--- src/rtl/uart_tx_arbiter_if.sv ---
`default_nettype none
// ============================================================================
// Module   : uart_tx_arbiter_if
// Brief    : Requester handshakes plus UART transmitter control for the arbiter.
// Revision : 1.0 - initial release
// ============================================================================
interface uart_tx_arbiter_if;
    logic       req0_valid;
    logic [7:0] req0_data;
    logic       req0_last;
    logic       req0_ready;
    logic       req1_valid;
    logic [7:0] req1_data;
    logic       req1_last;
    logic       req1_ready;
    logic       tx_start;
    logic [7:0] tx_data;
    logic       tx_busy;
    logic [1:0] grant;
    logic       tx_err;

    // Arbiter side
    modport slave (
        input  req0_valid, req0_data, req0_last,
        input  req1_valid, req1_data, req1_last,
        input  tx_busy,
        output req0_ready, req1_ready,
        output tx_start, tx_data, grant, tx_err
    );

    // Requester / transmitter side
    modport master (
        output req0_valid, req0_data, req0_last,
        output req1_valid, req1_data, req1_last,
        output tx_busy,
        input  req0_ready, req1_ready,
        input  tx_start, tx_data, grant, tx_err
    );
endinterface
`default_nettype wire

--- src/rtl/uart_tx_arbiter.sv ---
`default_nettype none
// ============================================================================
// Module   : uart_tx_arbiter
// Brief    : Round-robin, frame-locked sharing of one UART transmitter by two
//            byte-stream requesters, with a tx_busy rise timeout.
// Revision : 1.0 - initial release
// ============================================================================
module uart_tx_arbiter #(
    parameter int BUSY_TIMEOUT = 16
) (
    input  wire logic          clk25MHz,
    input  wire logic          rst_n,
    uart_tx_arbiter_if.slave   bus
);

    localparam int c_CNT_W = $clog2(BUSY_TIMEOUT + 1);
    localparam logic [c_CNT_W-1:0] c_CNT_LAST = c_CNT_W'(BUSY_TIMEOUT - 1);

    typedef enum logic [1:0] {
        S_IDLE      = 2'd0,
        S_ISSUE     = 2'd1,
        S_WAIT_BUSY = 2'd2,
        S_WAIT_DONE = 2'd3
    } state_t;

    state_t             r_state;
    state_t             w_state_nxt;
    logic               r_prio;
    logic               w_prio_nxt;
    logic [1:0]         r_grant;
    logic [1:0]         w_grant_nxt;
    logic               r_tx_start;
    logic               w_tx_start_nxt;
    logic               r_tx_err;
    logic               w_tx_err_nxt;
    logic [7:0]         r_tx_data;
    logic               r_last_q;
    logic [c_CNT_W-1:0] r_cnt;
    logic [c_CNT_W-1:0] w_cnt_nxt;
    logic               w_load;
    logic               w_req0_ready;
    logic               w_req1_ready;
    logic               w_owner_valid;
    logic [7:0]         w_sel_data;
    logic               w_sel_last;

    assign w_owner_valid = r_grant[1] ? bus.req1_valid : bus.req0_valid;
    assign w_sel_data    = r_grant[1] ? bus.req1_data  : bus.req0_data;
    assign w_sel_last    = r_grant[1] ? bus.req1_last  : bus.req0_last;

    always_ff @(posedge clk25MHz or negedge rst_n) begin
        if (!rst_n) begin
            r_state    <= S_IDLE;
            r_prio     <= 1'b0;
            r_grant    <= 2'b00;
            r_tx_start <= 1'b0;
            r_tx_err   <= 1'b0;
            r_tx_data  <= 8'h00;
            r_last_q   <= 1'b0;
            r_cnt      <= '0;
        end else begin
            r_state    <= w_state_nxt;
            r_prio     <= w_prio_nxt;
            r_grant    <= w_grant_nxt;
            r_tx_start <= w_tx_start_nxt;
            r_tx_err   <= w_tx_err_nxt;
            r_cnt      <= w_cnt_nxt;
            if (w_load) begin
                r_tx_data <= w_sel_data;
                r_last_q  <= w_sel_last;
            end
        end
    end

    always_comb begin
        w_state_nxt    = r_state;
        w_prio_nxt     = r_prio;
        w_grant_nxt    = r_grant;
        w_tx_start_nxt = 1'b0;
        w_tx_err_nxt   = 1'b0;
        w_cnt_nxt      = r_cnt;
        w_load         = 1'b0;
        w_req0_ready   = 1'b0;
        w_req1_ready   = 1'b0;

        case (r_state)
            S_IDLE: begin
                if (bus.req0_valid || bus.req1_valid) begin
                    w_state_nxt = S_ISSUE;
                    if (bus.req0_valid && bus.req1_valid)
                        w_grant_nxt = r_prio ? 2'b10 : 2'b01;
                    else
                        w_grant_nxt = bus.req1_valid ? 2'b10 : 2'b01;
                end
            end
            S_ISSUE: begin
                if (w_owner_valid) begin
                    w_req0_ready   = r_grant[0];
                    w_req1_ready   = r_grant[1];
                    w_load         = 1'b1;
                    w_tx_start_nxt = 1'b1;
                    w_cnt_nxt      = '0;
                    w_state_nxt    = S_WAIT_BUSY;
                end else begin
                    // Owner walked away mid-frame: hand the line to the other side.
                    w_grant_nxt = 2'b00;
                    w_prio_nxt  = r_grant[0];
                    w_state_nxt = S_IDLE;
                end
            end
            S_WAIT_BUSY: begin
                if (bus.tx_busy) begin
                    w_state_nxt = S_WAIT_DONE;
                end else if (r_cnt == c_CNT_LAST) begin
                    // Counter stops at BUSY_TIMEOUT; the byte is treated as sent.
                    w_cnt_nxt    = r_cnt + 1'b1;
                    w_tx_err_nxt = 1'b1;
                    w_state_nxt  = S_WAIT_DONE;
                end else begin
                    w_cnt_nxt = r_cnt + 1'b1;
                end
            end
            S_WAIT_DONE: begin
                if (!bus.tx_busy) begin
                    if (r_last_q) begin
                        w_grant_nxt = 2'b00;
                        w_prio_nxt  = r_grant[0];
                        w_state_nxt = S_IDLE;
                    end else begin
                        w_state_nxt = S_ISSUE;
                    end
                end
            end
            default: begin
                w_grant_nxt = 2'b00;
                w_state_nxt = S_IDLE;
            end
        endcase
    end

    assign bus.req0_ready = w_req0_ready;
    assign bus.req1_ready = w_req1_ready;
    assign bus.tx_start   = r_tx_start;
    assign bus.tx_data    = r_tx_data;
    assign bus.grant      = r_grant;
    assign bus.tx_err     = r_tx_err;

endmodule
`default_nettype wire

--- src/flat_wrapper.sv ---
// flat-port wrapper written by rule: the top's interface ports become plain ports
module uart_tx_arbiter_flat 
#(
    parameter int BUSY_TIMEOUT = 16
)
  (clk25MHz, rst_n, bus_req0_valid, bus_req0_data, bus_req0_last, bus_req1_valid, bus_req1_data, bus_req1_last, bus_tx_busy, bus_req0_ready, bus_req1_ready, bus_tx_start, bus_tx_data, bus_grant, bus_tx_err);
  uart_tx_arbiter_if bus_i ();
  input  wire logic clk25MHz;
  input  wire logic rst_n;
  input wire logic [$bits(bus_i.req0_valid)-1:0] bus_req0_valid;
  input wire logic [$bits(bus_i.req0_data)-1:0] bus_req0_data;
  input wire logic [$bits(bus_i.req0_last)-1:0] bus_req0_last;
  input wire logic [$bits(bus_i.req1_valid)-1:0] bus_req1_valid;
  input wire logic [$bits(bus_i.req1_data)-1:0] bus_req1_data;
  input wire logic [$bits(bus_i.req1_last)-1:0] bus_req1_last;
  input wire logic [$bits(bus_i.tx_busy)-1:0] bus_tx_busy;
  output wire logic [$bits(bus_i.req0_ready)-1:0] bus_req0_ready;
  output wire logic [$bits(bus_i.req1_ready)-1:0] bus_req1_ready;
  output wire logic [$bits(bus_i.tx_start)-1:0] bus_tx_start;
  output wire logic [$bits(bus_i.tx_data)-1:0] bus_tx_data;
  output wire logic [$bits(bus_i.grant)-1:0] bus_grant;
  output wire logic [$bits(bus_i.tx_err)-1:0] bus_tx_err;
  assign bus_i.req0_valid = bus_req0_valid;
  assign bus_i.req0_data = bus_req0_data;
  assign bus_i.req0_last = bus_req0_last;
  assign bus_i.req1_valid = bus_req1_valid;
  assign bus_i.req1_data = bus_req1_data;
  assign bus_i.req1_last = bus_req1_last;
  assign bus_i.tx_busy = bus_tx_busy;
  assign bus_req0_ready = bus_i.req0_ready;
  assign bus_req1_ready = bus_i.req1_ready;
  assign bus_tx_start = bus_i.tx_start;
  assign bus_tx_data = bus_i.tx_data;
  assign bus_grant = bus_i.grant;
  assign bus_tx_err = bus_i.tx_err;
  uart_tx_arbiter #(.BUSY_TIMEOUT(BUSY_TIMEOUT)) u_core (.clk25MHz(clk25MHz), .rst_n(rst_n), .bus(bus_i));
endmodule
--- config.mk ---
export PLATFORM = sky130hd
export DESIGN_NAME = uart_tx_arbiter_flat
export DESIGN_NICKNAME = d
export VERILOG_FILES = /design/src/rtl/uart_tx_arbiter_if.sv /design/src/rtl/uart_tx_arbiter.sv /design/src/flat_wrapper.sv
export SDC_FILE = /design/constraint.sdc
export NUM_CORES = 1
export LEC_CHECK = 0
export ABC_AREA = 1
export CAP_MARGIN = 20
export CORE_MARGIN = 5
export CORE_UTILIZATION = 45
export DETAILED_ROUTE_END_ITERATION = 10
export PLACE_DENSITY = 0.78
export SYNTH_ARGS = -nofsm -noshare
export SYNTH_HDL_FRONTEND = slang
export SYNTH_SLANG_ARGS = --single-unit
--- constraint.sdc ---
create_clock -name clk25MHz -period 2 [get_ports clk25MHz]
set_input_delay 0.2 -clock clk25MHz [delete_from_list [all_inputs] [get_ports clk25MHz]]
set_output_delay 0.2 -clock clk25MHz [all_outputs]
set_load 0.02 [all_outputs]
==> results of run 1 <==
==> worst max-delay path, delay by kind of cell (launching register included) <==
kind / cells / cell delay [ns]
DFF: 1 / 0.49
buffers and inverters: 2 / 0.85
==> placed cells by master, fill, tap and decap left out <==
| master | instances |
|---|---|
| clkdlybuf4s50_1 | 34 |
| nor3b_1 | 1 |
| dfrtp_1 | 20 |
| clkbuf_4 | 3 |
| nand2_2 | 4 |
| nand2_4 | 1 |
| o21bai_1 | 2 |
| a21oi_1 | 4 |
| clkinv_2 | 1 |
| inv_1 | 12 |
| inv_4 | 1 |
| o21ai_0 | 5 |
| nand4_1 | 1 |
| buf_4 | 4 |
| dlymetal6s2s_1 | 1 |
| dlygate4sd2_1 | 1 |
| nor2_4 | 2 |
| nor2_1 | 11 |
| or2_2 | 8 |
| inv_2 | 2 |
| nand2_1 | 37 |
| dfrtp_2 | 1 |
| o211ai_2 | 8 |
| ha_1 | 2 |
| o21ai_1 | 2 |
| nand3_1 | 9 |
==> logic make-up (layout without fill, tap and decap cells) <==
logic type	after synthesis	count (layout)
AO/OA/AOI/OAI	21	21
adder cells (fa/ha/maj)	2	2
buffers and inverters	20	59
flip-flops	21	21
AND/OR/NAND/NOR	74	74
==> state kept, by name, summed over array words and instances, names as in the netlist, named ones only <==
signal / flops
u_core.bus.grant: 2
u_core.bus.tx_data: 8
u_core.bus.tx_err: 1
u_core.bus.tx_start: 1
u_core.r_cnt: 5
u_core.r_last_q: 1
u_core.r_prio: 1
u_core.r_state: 1
==> final cells by class <==
type | count | area, um2 | share of cell area, %
tap | 30 | 37.5 | 2.37
sequential | 21 | 527 | 33.2
timing repair buffer | 40 | 392 | 24.7
clock buffer | 3 | 22.5 | 1.42
inverter | 15 | 58.8 | 3.71
clock inverter | 1 | 5.00 | 0.316
multi-input combinational | 97 | 543 | 34.3
==> routing by layer <==
layer / wire length [um] / vias up
met5: 0 / -
met3: 205 / 5
li1: - / 519
met1: 1100 / 495
met2: 1330 / 36
met4: 55 / 0
==> how the worst max path moves through the flow <==
| stage | slack (ns) | cells after the start | endpoint |
|---|---|---|---|
| 3_3_place_gp | 0.18 | 6 | bus_req0_ready |
| 3_5_place_dp | 0.14 | 6 | bus_req0_ready |
| 6_report | 0.15 | 2 | bus_grant[1] |
| 2_1_floorplan | 0.46 | 6 | bus_req0_ready |
| 5_1_grt | 0.09 | 2 | bus_grant[1] |
| 4_1_cts | 0.01 | 6 | bus_req0_ready |
==> power by group through the flow <==
stage	Sequential, mW	Clock, mW	Combinational [mW]
2_1_floorplan	0.803	0	0.574
3_3_place_gp	0.707	0	0.998
3_5_place_dp	0.715	0	1.03
4_1_cts	0.713	0.218	1.03
5_1_grt	0.741	0.230	1.13
6_report	0.716	0.210	1.02
==> timing repair <==
| action | 4_1_cts | 5_1_grt |
|---|---|---|
| hold endpoints to repair | 0 | 0 |
| cloned | 0 | 0 |
| setup endpoints to repair | 1 | 1 |
| gates resized for setup | 1 | 2 |
==> impl_metrics.toml, run 1 <==
[outcome]
status = "finished, final reports clean"

[synth]
ys.flop_type = "dfrtp_1"
synth-edff-count = 0
synthTopCellsByCount = "37 x nand2_1, 21 x dfrtp_1, 12 x inv_1"
synth_top_family_by_area = "simple AND/OR/NAND/NOR gates"
synth_seq_area_share_pct = 44.7
synth_area_leaders = "dfrtp_1 45%, nand2_1 12%, o211ai_2 8.5%"
synthMostInstantiatedCell = "nand2_1"
avgSynthCellArea_um2 = 8.51
synth_fa_ha_area_share_pct = 2.13
synth-compound-area-share_pct = 14.5
synth-async-reset-ratio_pct = 100
synthMuxAreaShare_pct = 0
yosys_register_bits = 21
synth_top_area_share_pct = 44.7
synth_cell_types = 24
syn-num-nets = 163
synth_xor_area_share_pct = 0
synthesis.area_um2 = 1170
netlist_instances = 138
synth-simple-area-share_pct = 29.6
synth_top_cell_by_area = "dfrtp_1"
yosys_warnings = 0

[power]
pwr-share-clk_pct = 10.8
power_frac_seq_pct = 36.8
power_mw = 1.95
swShare_pct = 43.6
p_int_mw = 1.10
p_per_area_nw_per_um2 = 1230
p_sw_mw = 0.850
peakVddDrop_v = 0.000911
power_frac_comb_pct = 52.5
leakagePower_nw = 0.760

[layout]
final_nets = 203
synthToLayoutAreaGrowth_pct = 34.9
drive_above_1_share_pct = 19.8
design_area_um2 = 1590
instances_no_fill = 207
fin_util_pct = 64.0
n_fill_cell = 227
diodes = 0

[floorplan]
die_h_um = 61.1
coreArea_um2 = 2480
num_rows = 18
die_x_um = 61.1
io_pins = 37
start_util_pct = 47.4
dieArea_um2 = 3730

[clock_tree]
cts.sinks = 21
cts_tree = "yes"
postCtsSetupBuffers = 0
clk_path_buf_depth = 2
cts_buffers = 3
ctsHoldBuffers = 0
cts_root_buf = "clkbuf_4"
clk_latency_ns = 0.31
clkSlewWorstSetupHoldPaths_ns = 0.12
htree_levels = 1

[timing]
fmax_ghz = 0.541
fin_crit_ns = 1.85
rsz0062_at_grt = "no"
setup_viol = 0
slew_viol_final = 0
finClkSkew_ns = 0.00186
max_slew.worst_pin.slew_ns = 0.292
relSlewSlack_pct = 80.6
hold_viol_final = 0
finalSetupTns_ns = 0
final.period_utilization_pct = 92.4
hold_ws_ns = 0.210
worst_slack_ns = 0.152

[grt]
grt_use_met3_pct = 4.82
grt_pass1_wl_um = 4680
first_global_vias = 1050
grt_usage_pct = 17.0
top_usage_layer = "met2"
grt_max_degree = 22
met1_usage_pct = 21.4
grt_use_met2_pct = 26.7
antenna_found_initial = 0
overflow = 0

[critical_path]
crit_chain = "buf_4 > clkdlybuf4s50_1"
cp_slowest_stage_delay_ns = 0.62
r2r-start = "u_core.bus.grant[1]$_DFFE_PN0P_"
cp_data_required_time_ns = 1.80
worstSetupStartpointType = "register"
endpoint_kind = "primary output"
cp_slowest_cell = "clkdlybuf4s50_1"
reg2reg_slack_ns = 0.57
path_class = "register to primary output"
arrival_ns = 1.65
crit_fanout = 8
startpoint = "u_core.bus.grant[1]$_DFFE_PN0P_"
timing.rr.end = "u_core.bus.grant[1]$_DFFE_PN0P_"
r2r_cells = 8

[place]
pre_cts_slack_ns = 0.138
dp.cells = 203
gp_congestion = 0.835
dp_hpwl_um = 2130
numPortBuffers = 36
place_area_um2 = 1560

[run]
drv_cap = 0

[drt]
avgViaCountPerCell = 5.10
ant_nets = 0
drt_iter0_markers = 45
drc_errors = 0
wire_per_inst_um = 13.0
wirelength_um = 2690
dr_total_vias = 1055
drt_pass1_iterations = 4

[hold_path]
hold_path.class = "input port to asynchronous set/reset pin"
Note: power is estimated with default switching activity, not from simulation.
==> run 2: changes to the inputs <==
Settings changed: CORE_ASPECT_RATIO set to 1.4, CTS_CLUSTER_DIAMETER set to 120, RECOVER_POWER set to 25.
==> run 2 against run 1 <==
Against the previous run: count of clock-buffer cells in the layout stayed put; sequential power is 1% lower; design area is 0.47% higher; maximum frequency is 6.2% higher; hold slack better by 0.29 ns; wire length is 1.7% lower; critical path type unchanged; register-to-register slack better by 0.06 ns; total power is 0.68% lower.
==> impl_metrics.toml, run 2 (same netlist as run 1, synthesis figures left out) <==
[layout]
mostFrequentLayoutCells = "37 x nand2_1, 33 x clkdlybuf4s50_1, 20 x dfrtp_1"
instances_no_fill = 213
final_nets = 203
n_fill_cell = 228
diodes = 0
drive_above_1_share_pct = 19.2
synthToLayoutAreaGrowth_pct = 35.6
largest_reg_flops = 8
final_common_cell = "nand2_1"

[drt]
avgViaCountPerCell = 5.02
wirelength_um = 2640
drc_errors = 0
wl_met2_um = 1350
ant_nets = 0
m1WireLength_um = 1090
wl_met3_um = 159
top_signal_layer_used = "met4"
wire_per_inst_um = 12.4
dr_total_vias = 1070
drt_iter0_markers = 17
drt_pass1_iterations = 4

[timing]
max_slew.worst_pin.slew_ns = 1.14
hold_viol_final = 0
setup_viol = 0
fin_crit_ns = 1.74
hold_ws_ns = 0.498
final.period_utilization_pct = 87.0
slew_viol_final = 0
relSlewSlack_pct = 24.3
rsz0062_at_grt = "no"
finalSetupTns_ns = 0
fmax_ghz = 0.575
finClkSkew_ns = 0.00602

[power]
peakVddDrop_v = 0.000714
leakagePower_nw = 0.770
p_per_area_nw_per_um2 = 1210

[critical_path]
crit_fanout = 10
endpoint_kind = "primary output"
reg2reg_slack_ns = 0.63
cp_data_required_time_ns = 1.80
worstSetupStartpointType = "register"
arrival_ns = 1.54
path_class = "register to primary output"

[run]
drv_cap = 0

[floorplan]
die_h_um = 70.5
dieArea_um2 = 3750
start_util_pct = 45.9
num_rows = 22
io_pins = 37
coreArea_um2 = 2560
die_x_um = 53.2

[clock_tree]
ctsHoldBuffers = 0
clk_latency_ns = 0.30
clk_path_buf_depth = 2
cts_tree = "yes"
clkSlewWorstSetupHoldPaths_ns = 0.12
htree_levels = 1
cts.sinks = 21
cts_root_buf = "clkbuf_4"
cts_buffers = 3

[outcome]
status = "finished, final reports clean"

[grt]
grt_pass1_wl_um = 4710
first_global_vias = 1161
grt_max_degree = 22
overflow = 0
grt_usage_pct = 16.2
antenna_found_initial = 0

[hold_path]
hold_path.class = "register to register"

[place]
dp_hpwl_um = 2060
gp_congestion = 0.948
dp.cells = 209
numPortBuffers = 36
## run 2: changes by cell type in the layout (fill, tap and decap cells not counted)
cell,delta
clkdlybuf4s50_1,-1
dlymetal6s2s_1,+1
buf_4,-1
clkbuf_1,+1
dlygate4sd3_1,+1
dlygate4sd2_1,-1
## run 2: power breakdown
part           internal, mW  switching (mW)  total (mW)
registers             0.584           0.122       0.707
clock network        0.0745           0.131       0.206
logic                 0.438           0.583        1.02
## run 2: timing repair
item | 4_1_cts | 5_1_grt
gates resized for setup | 0 | 3
buffers inserted | 0 | 0
setup endpoints to repair | 0 | 2
## run 2: worst paths after layout
path,endpoint,from,cells past startpoint
max,bus_grant[1],u_core.bus.grant[1]$_DFFE_PN0P_,2
max reg2reg,u_core.bus.grant[0]$_DFFE_PN0P_,u_core.r_state[0]$_DFFE_PN0P_,7
min reg2reg,u_core.bus.tx_data[3]$_DFFE_PN0P_,u_core.bus.tx_data[3]$_DFFE_PN0P_,2
max in group asynchronous,u_core.r_state[0]$_DFFE_PN0P_,rst_n,2
min,u_core.bus.tx_data[3]$_DFFE_PN0P_,u_core.bus.tx_data[3]$_DFFE_PN0P_,2
min in group asynchronous,u_core.r_cnt[2]$_DFFE_PN0P_,rst_n,2
## run 2: per-layer routing
layer,global-route usage [%],up-vias
met3,2.99,6
met5,0,-
met4,5.97,0
li1,-,520
met2,28.0,37
met1,19.1,507
## run 2: worst max-delay path: stages (launching register included)
cell and delay (ns):
dfrtp_1 0.40, buf_4 0.21, clkdlybuf4s50_1 0.63
## run 2: cell type report
cell class / instances / area (um2) / area share [%]
repair buffers: 40 / 392 / 24.6
inverters: 15 / 58.8 / 3.69
well taps: 36 / 45.0 / 2.83
multi-input cells: 97 / 543 / 34.1
clock buffers: 3 / 22.5 / 1.41
clock inverters: 1 / 5.00 / 0.314
flip-flops and latches: 21 / 527 / 33.1
## run 2: stage by stage
stage                     worst slack, ns  utilization, %  area, um2  total power [mW]
final                               0.260            62.2       1590              1.93
after global routing                0.175            62.2       1590              2.09
after CTS                         0.00955            62.1       1590              1.95
after global placement              0.165            61.0       1560              1.70
after detailed placement            0.140            61.0       1560              1.74
after floorplan                     0.458               -       1170              1.38
==> run 3: changes to the inputs <==
Settings changed: CAP_MARGIN 20 to 30.
Clock period 2 ns to 1.92 ns, I/O delays scaled along.
==> run 3 against run 2 <==
Against the previous run: critical path depth stayed put; non-clock buffer count stayed put; count of clock-buffer cells in the layout stayed put; largest cell class unchanged; largest power group unchanged; register-to-register slack worse by 0.08 ns; clock skew is 0.00092 ns lower; first-iteration DRC count is 5.9% higher; wire length is 3.4% lower; final cell count stayed put; die area stayed put.
==> impl_metrics.toml, run 3 (same netlist as run 1, synthesis figures left out) <==
[drt]
drt_iter0_markers = 18
drc_errors = 0
avgViaCountPerCell = 4.90
ant_nets = 0
drt_pass1_iterations = 4
dr_total_vias = 1044
wire_per_inst_um = 12.0
wirelength_um = 2550

[critical_path]
reg2reg_slack_ns = 0.55
endpoint = "bus_grant[1]"
arrival_ns = 1.54
endpoint_kind = "primary output"
r2r_cells = 7
path_class = "register to primary output"
crit_fanout = 10
cp_data_required_time_ns = 1.73
r2r-start = "u_core.r_cnt[0]$_DFFE_PN0P_"
timing.rr.end = "u_core.r_cnt[4]$_DFFE_PN0P_"
worstSetupStartpointType = "register"
startpoint = "u_core.bus.grant[1]$_DFFE_PN0P_"

[layout]
design_area_um2 = 1590
drive_above_1_share_pct = 19.8
diodes = 0
mostFrequentLayoutCells = "37 x nand2_1, 33 x clkdlybuf4s50_1, 19 x dfrtp_1"
final_nets = 203
synthToLayoutAreaGrowth_pct = 35.0
n_fill_cell = 231
largest_reg_flops = 8
final_common_cell = "nand2_1"

[place]
dp_hpwl_um = 2050
gp_congestion = 0.948
pre_cts_slack_ns = 0.0824
numPortBuffers = 36
place_area_um2 = 1560

[clock_tree]
ctsHoldBuffers = 0
clk_latency_ns = 0.30
clkSlewWorstSetupHoldPaths_ns = 0.11
cts.sinks = 21
cts_tree = "yes"
cts_root_buf = "clkbuf_4"
htree_levels = 1
cts_buffers = 3
clk_path_buf_depth = 2

[timing]
final.period_utilization_pct = 90.4
hold_viol_final = 0
relSlewSlack_pct = 27.8
rsz0062_at_grt = "no"
finClkSkew_ns = 0.00510
max_slew.worst_pin.slew_ns = 1.08
hold_ws_ns = 0.500
setup_viol = 0
worst_slack_ns = 0.184
fin_crit_ns = 1.74
finalSetupTns_ns = 0
fmax_ghz = 0.576
slew_viol_final = 0

[power]
p_per_area_nw_per_um2 = 1260
peakVddDrop_v = 0.000759
leakagePower_nw = 0.742
power_mw = 2.01

[grt]
grt_usage_pct = 15.7
first_global_vias = 1118
grt_max_degree = 22
antenna_found_initial = 0
grt_pass1_wl_um = 4490
overflow = 0

[floorplan]
io_pins = 37
coreArea_um2 = 2560
die_h_um = 70.5
start_util_pct = 45.9
num_rows = 22
dieArea_um2 = 3750
die_x_um = 53.2

[outcome]
status = "finished, final reports clean"

[hold_path]
hold_path.class = "register to register"
hold_depth = 2

[run]
drv_cap = 0
-- run 3: changes by cell type in the layout (fill, tap and decap cells not counted), sizes merged --
| cell | before | now |
|---|---|---|
| dlygate4sd2 | 0 | 2 |
| dlymetal6s2s | 2 | 0 |
-- run 3: layout make-up --
class                           instances  area [um2]  area share [%]
Timing Repair Buffer                   40         384            24.2
Inverter                               15        58.8            3.71
Clock buffer                            3        22.5            1.42
Tap cell                               36        45.0            2.84
Sequential cell                        21         528            33.3
Clock inverter                          1        5.00           0.315
Multi-Input combinational cell         97         543            34.2
-- run 3: critical path, stage by stage, from the launching register on --
cell	delay [ns]
dfrtp_1	0.40
buf_4	0.22
clkdlybuf4s50_1	0.63
-- run 3: routing by layer --
layer  share of wire (%)  track usage, %
met5                   0               0
met4                0.47            6.53
met3                 6.4            3.62
met2                  52            27.3
met1                  41            17.5
-- run 3: report_power, final --
part / switching [mW] / internal, mW / total (mW)
Combinational: 0.600 / 0.454 / 1.05
Sequential: 0.130 / 0.611 / 0.741
Clock: 0.133 / 0.0776 / 0.211
-- run 3: how the worst min path moves through the flow --
stage | slack, ns | to | startpoint
floorplan | -0.10 | asynchronous set/reset pin | rst_n
global placement | 0.47 | u_core.bus.tx_data[2]$_DFFE_PN0P_ | u_core.bus.tx_data[2]$_DFFE_PN0P_
detailed placement | 0.47 | u_core.bus.tx_data[5]$_DFFE_PN0P_ | u_core.bus.tx_data[5]$_DFFE_PN0P_
CTS | 0.23 | u_core.bus.tx_data[2]$_DFFE_PN0P_ | rst_n
global route | 0.50 | u_core.bus.tx_data[7]$_DFFE_PN0P_ | bus_req0_data[7]
finish | 0.50 | u_core.bus.tx_data[3]$_DFFE_PN0P_ | u_core.bus.tx_data[3]$_DFFE_PN0P_
-- run 3: stage by stage --
stage | utilization, % | std cells
3_5_place_dp | 61.0 | 209
2_1_floorplan | - | 138
6_report | 62.0 | 213
3_3_place_gp | 61.0 | 209
5_1_grt | 62.0 | 213
4_1_cts | 62.1 | 213
-- run 3: timing repair --
item | CTS | global route
gates resized for setup | 4 | 0
setup endpoints to repair | 2 | 0
buffers inserted | 0 | 0
